[config.mk]
export PLATFORM = sky130hd
export DESIGN_NAME = mac_accumulator
export DESIGN_NICKNAME = d
export VERILOG_FILES = /design/src/rtl/mac_accumulator.sv
export SDC_FILE = /design/constraint.sdc
export NUM_CORES = 1
export LEC_CHECK = 0
export ABC_AREA = 1
export ABC_CLOCK_PERIOD_IN_PS = 3900
export BUFFER_PORTS_ARGS = -buffer_cell sky130_fd_sc_hd__buf_2
export CORE_MARGIN = 5
export CORE_UTILIZATION = 40
export CTS_CLUSTER_DIAMETER = 120
export DETAILED_ROUTE_END_ITERATION = 12
export GPL_ROUTABILITY_DRIVEN = 0
export SETUP_SLACK_MARGIN = 0.2
export SYNTH_ARGS = -nofsm -noshare
export SYNTH_HDL_FRONTEND = slang
export SYNTH_SLANG_ARGS = --single-unit
[constraint.sdc]
create_clock -name clk -period 3.9 [get_ports clk]
set_input_delay 0.975 -clock clk [delete_from_list [all_inputs] [get_ports clk]]
set_output_delay 0.975 -clock clk [all_outputs]
set_load 0.02 [all_outputs]
[src/rtl/mac_accumulator.sv]
`default_nettype none
// ============================================================================
// Module      : mac_accumulator
// Description : Sums a valid/ready stream of 16-bit unsigned products into an
//               ACC_W-bit accumulator until a beat marked last arrives. It then
//               holds the sum, the saturating beat count and the sticky
//               overflow flag on the result port until the consumer accepts.
// Revision    : 1.0 - initial release
// ============================================================================
module mac_accumulator #(
  parameter int ACC_W = 24,
  parameter int CNT_W = 8
) (
  input  logic             clk,
  input  logic             rst,
  input  logic [15:0]      prod_in,
  input  logic             prod_valid,
  input  logic             prod_last,
  output logic             prod_ready,
  output logic [ACC_W-1:0] acc_out,
  output logic [CNT_W-1:0] acc_count,
  output logic             acc_ovf,
  output logic             out_valid,
  input  logic             out_ready
);

  typedef enum logic [1:0] {
    S_IDLE = 2'd0,
    S_ACC  = 2'd1,
    S_DONE = 2'd2
  } state_t;

  localparam logic [CNT_W-1:0] C_CNT_MAX = {CNT_W{1'b1}};
  localparam logic [CNT_W-1:0] C_CNT_ONE = {{(CNT_W-1){1'b0}}, 1'b1};

  state_t           r_state;
  state_t           w_state_nxt;
  logic [ACC_W-1:0] r_acc;
  logic [CNT_W-1:0] r_cnt;
  logic             r_ovf;

  logic             w_accept;
  logic [ACC_W:0]   w_sum;
  logic [CNT_W-1:0] w_cnt_inc;

  // The sum is formed one bit wider than the accumulator so the carry out of
  // the top bit can be caught; an exact 2^ACC_W wraps to zero with ovf set.
  assign w_accept  = prod_valid & prod_ready;
  assign w_sum     = {1'b0, r_acc} + {{(ACC_W+1-16){1'b0}}, prod_in};
  assign w_cnt_inc = (r_cnt == C_CNT_MAX) ? r_cnt : (r_cnt + C_CNT_ONE);

  // Next-state decode and state-only handshake outputs.
  always_comb begin
    w_state_nxt = r_state;
    prod_ready  = 1'b0;
    out_valid   = 1'b0;
    case (r_state)
      S_IDLE: begin
        prod_ready = 1'b1;
        if (w_accept) w_state_nxt = prod_last ? S_DONE : S_ACC;
      end
      S_ACC: begin
        prod_ready = 1'b1;
        if (w_accept && prod_last) w_state_nxt = S_DONE;
      end
      S_DONE: begin
        out_valid = 1'b1;
        if (out_ready) w_state_nxt = S_IDLE;
      end
      default: w_state_nxt = S_IDLE;
    endcase
  end

  // State register.
  always_ff @(posedge clk or posedge rst) begin
    if (rst) r_state <= S_IDLE;
    else     r_state <= w_state_nxt;
  end

  // Accumulator datapath: the first beat of a group loads, later beats add.
  always_ff @(posedge clk or posedge rst) begin
    if (rst) begin
      r_acc <= '0;
      r_cnt <= '0;
      r_ovf <= 1'b0;
    end else if (w_accept) begin
      if (r_state == S_IDLE) begin
        r_acc <= {{(ACC_W-16){1'b0}}, prod_in};
        r_cnt <= C_CNT_ONE;
        r_ovf <= 1'b0;
      end else begin
        r_acc <= w_sum[ACC_W-1:0];
        r_cnt <= w_cnt_inc;
        r_ovf <= r_ovf | w_sum[ACC_W];
      end
    end
  end

  assign acc_out   = r_acc;
  assign acc_count = r_cnt;
  assign acc_ovf   = r_ovf;

endmodule
`default_nettype wire

==> results.yml <==
final_layout:
  layout-drive-gt1-share_pct: 18.5
  seqCellArea_um2: 876
  area_growth_pct: 16.2
  antenna_cells: 0
  utilization_pct: 47.1
  final_area_mm2: 0.00336
  n_fill_cell: 773
  fin_cells: 596
  multi_input_area_mm2: 0.00175
  fin_nets: 535
sta:
  max_slew.worst_pin.slew_ns: 0.709
  fmaxAchievable_ghz: 0.405
  rsz0062_at_grt: "false"
  period_needed_ns: 2.47
  relSlewSlack_pct: 52.8
  setup_viol: 0
  finalCritPeriodShare_pct: 63.3
  fin_skew_ns: 0.00777
  hold_viol: 0
  hold_ws_ns: 0.514
  finalMaxSlewViolations: 0
  setup_tns_ns: 0
  fin_ws_ns: 1.43
hold_path:
  hold_path.class: "reg -> reg"
  holdCritStartpoint: "acc_out[14]"
  min_path_cells: 2
worst_setup_path:
  path_class: "in -> reg"
  worstRegToRegCells: 7
  crit_family: "simple AND/OR/NAND/NOR gates"
  reg2reg_from: "r_state[0]"
  crit_cells: 15
  slowest_stage: "fa_1"
  cp.arrival_ns: 2.70
  end_kind: "flop"
  crit_path_start: "prod_in[0]"
  crit_path_start_kind: "primary input"
  critPathBufInv: 3
  crit_chain: "buf_2 > ha_1 > inv_1 > fa_1 > inv_1 > nand3_1 > nand3_1 > nand2_1 > nand2_1 > nand2_1 > nand2_2 > nand2_1 > nand2_1 > nand2_1 > nor2_1"
  critPathRequiredTime_ns: 4.14
  crit_path_max_fanout: 4
  cpMostUsedCell: "nand2_1"
  max_stage_delay_ns: 0.39
yosys:
  synth_ff_type: "dfrtp_1"
  synth_fp_nets: 480
  avgSynthCellArea_um2: 6.56
  ys_seq_area_share_pct: 30.3
  synth_commonest_cells: "139 x nand2_1, 52 x nor2_1, 51 x inv_1"
  synth_top_area_cell: "dfrtp_1"
  synthArstFlopShare_pct: 100
  synth_cell_type_count: 40
  ys_ff_latch: 35
  postSynthCellCount: 441
  netlist_area_mm2: 0.00289
  synth_area_leaders: "dfrtp_1 30%, nand2_1 18%, ha_1 7.3%, nor2_1 6.7%, inv_1 6.6%"
  synth_most_common_cell: "nand2_1"
  yosys_warnings: 0
  synth_top_area_share_pct: 30.3
  synth_edf_count: 0
die:
  fp.dieH_um: 95.1
  die_w_um: 95.1
  num_rows: 31
  start_util_pct: 40.6
  die_area_mm2: 0.00904
  core_area_mm2: 0.00714
  io_pins: 56
drt:
  viasPerCell: 4.88
  drt-initial-drc-count: 165
  detail_route.wl_per_cell_um: 12.9
  drc: 0
  ant_nets: 0
  wl_um: 7670
  vias: 2906
  drtPass1Iterations: 4
clocking:
  postCtsSetupBuffers: 0
  ctsHoldBuffers: 0
  cts_made_buffers: 5
  numClockSinks: 35
  cts_tree: "yes"
  clk_pin_slew_ns: 0.09
  clk_path_buf_depth: 2
  htree_levels: 2
  postCtsResizedCells: 0
  clockRootBuffer: "clkbuf_8"
  clock_latency_ns: 0.30
pwr:
  power_density_mw_per_mm2: 579
  sequentialPowerShare_pct: 27.4
  power_mw: 1.95
  clkPwrFrac_pct: 17.9
  swShare_pct: 48.4
  irDropWorstVdd_mv: 0.231
  combPwrFrac_pct: 54.6
  p_leak_nw: 1.82
  p_int_mw: 1.00
  power_switching_uw: 942
grt:
  grt_use_total_pct: 17.6
  grt_max_degree: 29
  antenna_found_initial: 0
  grt_pass1_vias: 2647
  grt_pass1_wl_um: 12600
  grt_overflow_total: 0
status:
  status: "finished, final reports clean"
place:
  placed_cell_area_mm2: 0.00325
  io_buffers: 55
  dpl_worst_slack_ns: 1.14
  placedCellCount: 588
  dp_hpwl_um: 5930
flow_run:
  cap_violations: 0
## cell families (layout without fill, tap and decap cells)
group / after synthesis / after routing / synth area share, %
fa+ha+maj: 18 / 18 / 8.04
compound gates: 51 / 51 / 9.99
buf+inv: 65 / 121 / 9.21
simple gates: 263 / 263 / 39.8
xor+xnor: 9 / 9 / 2.72
flops: 35 / 35 / 30.3
## placed cells by master (no fill, tap or decap), types with 2 or more instances in the layout
cell      synthesis  final
nand3_1          34     34
ha_1             17     17
xnor2_1           4      4
o21ai_1           3      3
clkbuf_8          0      5
or2_2             2      2
o211ai_1          3      3
nor2_1           52     52
dfrtp_1          35     35
inv_1            51     51
o21bai_1          2      2
nor3_1           10     10
nand2_2           7      7
nand4_1           3      3
buf_2             4     55
nand2_1         139    139
o21ai_0          15     15
o31ai_1           2      2
nor2_2            6      6
a21oi_1          21     21
o22ai_1           2      2
inv_2             5      5
xor2_1            5      5
## layer usage
metal | GRT usage (%) | vias up | share of wire [%]
li1 | - | 1524 | -
met1 | 23.3 | 1316 | 47
met2 | 30.0 | 60 | 48
met3 | 2.92 | 6 | 4.1
met4 | 3.61 | 0 | 0.89
met5 | 0 | - | 0
## registers in the layout, summed over array words and instances (netlist names)
name       cells
r_state        2
acc_out       24
acc_ovf        1
acc_count      8
## worst paths after layout
kind / endpoint / slack [ns]
worst min-delay path: acc_out[14] / 0.51
min in group asynchronous: acc_out[6] / 0.76
worst max register to register: acc_count[0] / 1.69
worst max-delay path: acc_out[16] / 1.43
max in group asynchronous: acc_out[18] / 2.39
worst min register to register: acc_out[14] / 0.51
## worst min-delay path, stage by stage (launching register included)
cell and delay [ns]:
dfrtp_1 0.37, nand2_1 0.06, nand2_1 0.06
## power by group through the flow
stage,clock network (mW),logic (mW),registers [mW]
finish,0.349,1.06,0.534
global route,0.373,1.20,0.551
CTS,0.361,1.07,0.536
detailed placement,0,1.06,0.543
global placement,0,1.05,0.542
floorplan,0,0.710,0.622
## cell type report
cell class / count / area share, %
Sequential cell: 35 / 26.0
Clock buffer: 5 / 2.05
Multi-Input combinational cell: 341 / 52.1
Tap cell: 99 / 3.68
Inverter: 57 / 6.44
Timing Repair Buffer: 56 / 8.41
Clock inverter: 3 / 1.30
(Power assumes the default switching activity.)
